<file path="config.mk">
export PLATFORM = sky130hd
export DESIGN_NAME = morse_encoder
export DESIGN_NICKNAME = d
export VERILOG_FILES = /design/src/rtl/morse_encoder.sv
export SDC_FILE = /design/constraint.sdc
export NUM_CORES = 1
export LEC_CHECK = 0
export BUFFER_PORTS_ARGS = -buffer_cell sky130_fd_sc_hd__buf_2
export CAP_MARGIN = 20
export CORE_ASPECT_RATIO = 1.1
export CORE_MARGIN = 2
export CORE_UTILIZATION = 45
export DETAILED_ROUTE_END_ITERATION = 10
export HOLD_SLACK_MARGIN = 0.1
export PLACE_DENSITY = 0.62
export SYNTH_ARGS = -nofsm -noshare
export SYNTH_HDL_FRONTEND = slang
export SYNTH_SLANG_ARGS = --single-unit
</file>
<file path="constraint.sdc">
create_clock -name clk -period 7.46 [get_ports clk]
set_clock_uncertainty 0.15 [all_clocks]
set_input_delay 1.119 -clock clk [delete_from_list [all_inputs] [get_ports clk]]
set_output_delay 1.119 -clock clk [all_outputs]
set_load 0.01 [all_outputs]
</file>
<file path="src/rtl/morse_encoder.sv">
// Morse character keyer: serialises a 1..5 element dot/dash pattern onto key with standard unit timing.
// Optional feature macro: MORSE_ENC_WORD_GAP_EN (word_end=1 stretches the trailing gap to 7 units).
`default_nettype none

module morse_encoder #(
  parameter int TIME_UNIT = 9_999_999
) (
  input  logic       clk,
  input  logic       reset_n,
  input  logic       start,
  input  logic [4:0] code,
  input  logic [2:0] len,
  input  logic       word_end,
  output logic       key,
  output logic       busy,
  output logic       done
);

  localparam int            CW     = (TIME_UNIT < 1) ? 1 : $clog2(TIME_UNIT + 1);
  localparam logic [CW-1:0] C_TICK = CW'(TIME_UNIT);

  typedef enum logic [1:0] {
    S_IDLE  = 2'd0,
    S_MARK  = 2'd1,
    S_SPACE = 2'd2,
    S_GAP   = 2'd3
  } state_t;

  state_t        r_state;
  state_t        w_next;
  logic [CW-1:0] r_cnt;
  logic [2:0]    r_unit;
  logic [2:0]    r_idx;
  logic [4:0]    r_code;
  logic          r_done;
  logic          w_len_ok;
  logic          w_accept;
  logic          w_tick;
  logic [2:0]    w_mark_units;
  logic [2:0]    w_gap_units;

`ifdef MORSE_ENC_WORD_GAP_EN
  logic r_word_end;
  assign w_gap_units = r_word_end ? 3'd7 : 3'd3;
`else
  logic w_unused_word_end;
  assign w_unused_word_end = word_end;
  assign w_gap_units       = 3'd3;
`endif

  assign w_len_ok     = (len != 3'd0) && (len <= 3'd5);
  assign w_accept     = start && (r_state == S_IDLE) && w_len_ok;
  assign w_tick       = (r_cnt == C_TICK);
  assign w_mark_units = r_code[r_idx] ? 3'd3 : 3'd1;

  always_ff @(posedge clk or negedge reset_n) begin
    if (!reset_n) begin
      r_state <= S_IDLE;
    end else begin
      r_state <= w_next;
    end
  end

  always_comb begin
    w_next = r_state;
    case (r_state)
      S_IDLE:  if (w_accept) w_next = S_MARK;
      S_MARK:  if (w_tick && (r_unit == w_mark_units - 3'd1))
                 w_next = (r_idx != 3'd0) ? S_SPACE : S_GAP;
      S_SPACE: if (w_tick) w_next = S_MARK;
      S_GAP:   if (w_tick && (r_unit == w_gap_units - 3'd1)) w_next = S_IDLE;
      default: w_next = S_IDLE;
    endcase
  end

  always_ff @(posedge clk or negedge reset_n) begin
    if (!reset_n) begin
      r_cnt      <= '0;
      r_unit     <= 3'd0;
      r_idx      <= 3'd0;
      r_code     <= 5'd0;
      r_done     <= 1'b0;
`ifdef MORSE_ENC_WORD_GAP_EN
      r_word_end <= 1'b0;
`endif
    end else begin
      r_done <= (r_state == S_GAP) && (w_next == S_IDLE);
      if (w_accept) begin
        r_code     <= code;
        r_idx      <= len - 3'd1;
`ifdef MORSE_ENC_WORD_GAP_EN
        r_word_end <= word_end;
`endif
      end
      // Element index steps only when moving into the inter-element space, so it never wraps.
      if ((r_state == S_MARK) && (w_next == S_SPACE)) begin
        r_idx <= r_idx - 3'd1;
      end
      if (w_accept || (w_next != r_state)) begin
        r_cnt  <= '0;
        r_unit <= 3'd0;
      end else if (r_state != S_IDLE) begin
        if (w_tick) begin
          r_cnt  <= '0;
          r_unit <= r_unit + 3'd1;
        end else begin
          r_cnt <= r_cnt + 1'b1;
        end
      end
    end
  end

  assign key  = (r_state == S_MARK);
  assign busy = (r_state != S_IDLE);
  assign done = r_done;

endmodule

`default_nettype wire

</file>
Yosys cells after proc, flatten, opt, wreduce, memory -nomap -nowiden
Index checks and enable logic that the tools add are counted.
{ "totals": {"ff_bits": 38, "inputBits": 12, "output_inout_bits": 3, "word_cells": 55} }
{ "classes": {"add_sub_neg": 5, "order_cmp": 2, "n_eq_ne": 8, "muxes": 17, "reduce_logical": 17} }
{ "op_table": {"columns": ["cell", "n"], "rows": [
  ["two-way mux 24 bit", 3],
  ["adder 24 x 1 -> 24 bit (second input constant)", 1],
  ["equality test 24 bit (second input constant)", 1],
  ["two-way mux 3 bit", 5],
  ["two-way mux 2 bit", 5],
  ["case mux 2 bit (4 select lines)", 1],
  ["nonzero test 2 bit", 4],
  ["logical AND 1 bit", 7],
  ["equality test 2 bit (second input constant)", 3],
  ["nonzero test 3 bit", 2],
  ["subtractor 3 x 1 -> 3 bit (second input constant)", 2],
  ["zero test 2 bit", 2],
  ["< comparator 3 x 4 -> 1 bit (second input constant)", 1],
  ["adder 3 x 1 -> 3 bit (second input constant)", 1],
  ["binary-select mux 1 bit (select 3 bit)", 1],
  ["equality test 3 x 2 -> 1 bit (second input constant)", 1],
  ["equality test 3 bit", 1],
  ["<= comparator 3 bit (second input constant)", 1],
  ["subtractor 2 x 1 -> 3 bit (second input constant)", 1],
  ["equality test 2 x 1 -> 1 bit (second input constant)", 1],
  ["two-way mux 1 bit", 2],
  ["!= test 2 bit", 1],
  ["AND reduction 2 bit", 1],
  ["logical OR 1 bit", 1]
]} }

Logic depth before layout (Yosys ltp)
{ "logic_depth": {"ltp_word": 12, "depth_mapped": 10} }

Worst setup path before layout
Ideal clock, no wire load.
{ "synth_timing": {"path_kind": "input-to-reg", "start": "input port start", "end": "register r_code[3]", "setup_time_ps": 125, "t_arrival_ps": 2530, "t_required_ps": 7185, "slack_ps": 4655, "path_stages": 5, "cell_sequence": "a21boi_0 -> nand2_1 -> nor2_1 -> clkbuf_1 -> mux2_2"} }
{ "synth_between": {"elab_chain_len": 2} }
{ "synth_rtl": {"columns": ["item", "line", "rtl"], "rows": [
  ["start: declaration", "10", "input logic start,"],
  ["logical AND 1 bit (2 in series)", "52", "assign w_accept = start && (r_state == S_IDLE) && w_len_ok;"],
  ["end signal: assignment", "89", "r_code <= code;"],
  ["end: declaration", "34", "logic [4:0] r_code;"]
]} }
No other way between the ends.
A chain may end at the register's enable or synchronous reset.

Final worst setup path
{ "layout_timing": {"start": "register r_cnt[8]", "end": "register r_idx[2]"} }
{ "layout_between": {"elab_chain_len": 7} }
{ "layout_rtl": {"columns": ["item", "line", "rtl"], "rows": [
  ["start: declaration", "31", "logic [CW-1:0] r_cnt;"],
  ["start signal: assignment", "107", "r_cnt <= r_cnt + 1'b1;"],
  ["equality test 24 bit *", "53", "assign w_tick = (r_cnt == C_TICK);"],
  ["logical AND 1 bit (on tied branches)", "71, 68", null],
  ["two-way mux 2 bit (on tied branches)", "71, 68", null],
  ["case mux 2 bit (4 select lines) *", "66", "case (r_state)"],
  ["equality test 2 bit *", "96", "if ((r_state == S_MARK) && (w_next == S_SPACE)) begin"],
  ["logical AND 1 bit *", "96", null],
  ["two-way mux 3 bit or nonzero test 2 bit (tied branches)", null, null],
  ["end signal: assignment", "90", "r_idx <= len - 3'd1;"],
  ["end signal: assignment", "97", "r_idx <= r_idx - 3'd1;"],
  ["end: declaration", "33", "logic [2:0] r_idx;"]
]} }
Every way passes the cells marked *; elsewhere a longest branch is shown, timed or not.

==> summary.txt <==
Worst setup SP type: flop
Via-to-Cell Ratio: 5.66
Cell Pwr Density: 237 nW/µm²
Peak Freq: 300 MHz
Leak: 0.977 nW
DR WL/cell: 15.2 µm
Syn Std Cell Area: 2180 µm²
Total power: 566 µW
Netlist cell types: 44
Crit path largest cell delay: 0.57 ns
Syn Area/Cell: 9.15 µm²
Peak supply drop: 0.000102 V
Dpl cells: 303
Final worst setup slack: 4.13 ns
Clock Sinks: 38
Crit-path max FO: 13
TritonCTS clock tree: built
Core box area: 4650 µm²
Crit-path cells: or4b_1 -> nor4_1 -> and4_1 -> nor4b_4 -> mux2i_1 -> ha_1 -> and2_1 -> o21ai_0 -> and3_1
Max-cap violations: 0
Total gr overflow: 0
CTS Buf Count: 5
Global-route wire length before repair: 8190 µm
Yosys warning count: 0
# port buffers: 13
Fin cells: 310
Vias: 1755
Most frequent cells in the layout: dfrtp_1, nor2_1, o21ai_0
Pins Over Slew Limit: 0
Most used DFF post-synth: dfrtp_1
Core Util, Final: 0.512
Synthesized net count: 254
Status: completed
Initial antenna violation count: 0
Hold WC Path Type: reg -> reg
Worst hold slack: 0.347 ns
Placed cell area: 2300 µm²
Setup_tns: 0 ns
Number of placement rows: 26
Htree depth: 2
Critical path type: reg -> reg
Setup bufs post-CTS: 0
Post-synth EDFFs: 0
Share of cells above drive strength 1: 0.118
Layout Nets: 270
Vias in the first global route: 1746
CP max stage cell: and4_1
Final setup fails: 0
Chip width: 70.3 µm
Chip height: 77.0 µm
Post-synthesis sequential area ratio: 0.437
Final WL: 4700 µm
Final hold violations: 0
CP top delay family: simple AND/OR/NAND/NOR gates
Crit path capture type: flop
Die area: 5410 µm²
P&R area growth vs syn: 9.48%
Initial core utilization: 0.468
Worst-Margin Slew: 0.885 ns
Worst Path Arrival: 3.36 ns
Io pins: 15
Worst slew margin: 0.410
Worst path required time: 7.49 ns
Async set-reset flop share out of synthesis: 1.00
Post-CTS sizing: 0
Clock latency on the worst-skew pair: 0.29 ns
CTS Root Cell: clkbuf_8
Final critical-path required period: 3.33 ns
Post-route DRC: 0
Final worst-path cycle share: 0.446
Synth Register Bits: 38
Initial DRC count: 110
Post-place setup slack: 4.12 ns
Hold_buf cts: 0
GRT Total Usage: 0.188
Max clock buf depth: 2
Synth Instances: 238
Unrepaired setup endpoints after global routing: false
Hpwl dp: 3240 µm
DRT Pass-1 Iters: 4
Clock-pin slew on the worst setup and hold paths: 0.08 ns
# diodes: 0
Final Wtd Congestion: 0.784
Antenna viol nets, final: 0
Largest net degree at the start of global routing: 39
Leading cell type in the layout, fill and taps excluded: dfrtp_1
Final Cell Area: 2380 µm²
Buf/Inv on CP: 0
## path summary, 6_finish.rpt
kind	startpoint	endpoint	slack, ns	cells after the start
max	r_cnt[8]$_DFFE_PN0P_	r_idx[2]$_DFFE_PN0P_	4.13	9
min reg2reg	r_cnt[5]$_DFFE_PN0P_	r_cnt[5]$_DFFE_PN0P_	0.35	1
min in group asynchronous	reset_n	r_cnt[3]$_DFFE_PN0P_	0.79	1
max reg2reg	r_cnt[8]$_DFFE_PN0P_	r_idx[2]$_DFFE_PN0P_	4.13	9
min	r_cnt[5]$_DFFE_PN0P_	r_cnt[5]$_DFFE_PN0P_	0.35	1
max in group asynchronous	reset_n	r_code[0]$_DFFE_PN0P_	5.81	1
## layer usage
layer	vias to the layer above	share of wire	GRT usage
li1	895	-	-
met1	830	0.48	0.245
met2	23	0.47	0.312
met3	7	0.036	0.0407
met4	0	0.013	0.0577
met5	-	0	0
## sequential cells by signal, summed over array words and instances (netlist names)
name	count
done	1
r_cnt	24
r_code	5
r_idx	3
r_state	2
r_unit	3
## kinds of logic after synthesis
logic type | after synthesis | synth area share
buf+inv | 14 | 0.0241
flops | 38 | 0.437
mux | 12 | 0.0580
xor+xnor | 11 | 0.0443
simple gates | 115 | 0.288
fa+ha+maj | 4 | 0.0230
compound gates | 44 | 0.126
## worst reg2reg max path: stages, from the launching register on
cell	delay [ns]
dfrtp_1	0.44
or4b_1	0.54
nor4_1	0.21
and4_1	0.57
nor4b_4	0.50
mux2i_1	0.25
ha_1	0.22
and2_1	0.13
o21ai_0	0.08
and3_1	0.15
## power by group
| part | total [mW] | switching [mW] | internal [mW] | leakage (nW) |
|---|---|---|---|---|
| combinational | 0.119 | 0.0586 | 0.0607 | 0.466 |
| sequential | 0.312 | 0.0606 | 0.252 | 0.467 |
| clock | 0.134 | 0.0713 | 0.0627 | 0.0438 |
| total | 0.566 | 0.191 | 0.375 | 0.977 |
## cell type report
cell class,count,area (µm²)
Tap cell,56,70.1
Clock inverter,2,10.0
Fill cell,468,2270
Timing Repair Buffer,15,80.1
Clock buffer,5,68.8
Inverter,8,30.0
Sequential cell,38,951
Multi-Input combinational cell,186,1170
## cells in the mapped netlist (2+ instances only)
| cell type | count | area share |
|---|---|---|
| and3_1 | 2 | 0.0057 |
| nand4_1 | 4 | 0.011 |
| a21oi_1 | 4 | 0.0092 |
| nor3_1 | 10 | 0.023 |
| nor3b_1 | 5 | 0.017 |
| ha_1 | 4 | 0.023 |
| a22o_1 | 3 | 0.012 |
| xor2_1 | 5 | 0.020 |
| nor4_1 | 4 | 0.011 |
| nand3_1 | 12 | 0.028 |
| inv_1 | 7 | 0.012 |
| nor2b_1 | 4 | 0.011 |
| nand2_1 | 21 | 0.036 |
| mux2i_1 | 7 | 0.032 |
| clkbuf_1 | 5 | 0.0086 |
| and2_1 | 5 | 0.014 |
| dfrtp_1 | 38 | 0.44 |
| mux2_2 | 5 | 0.026 |
| and4_1 | 4 | 0.016 |
| or4_1 | 3 | 0.010 |
| xnor2_1 | 6 | 0.024 |
| o21ai_0 | 23 | 0.053 |
| or3_1 | 4 | 0.011 |
| a211oi_1 | 2 | 0.0069 |
| o31ai_1 | 5 | 0.017 |
| nor2_1 | 28 | 0.048 |
Note: power is estimated with default switching activity, not from simulation.
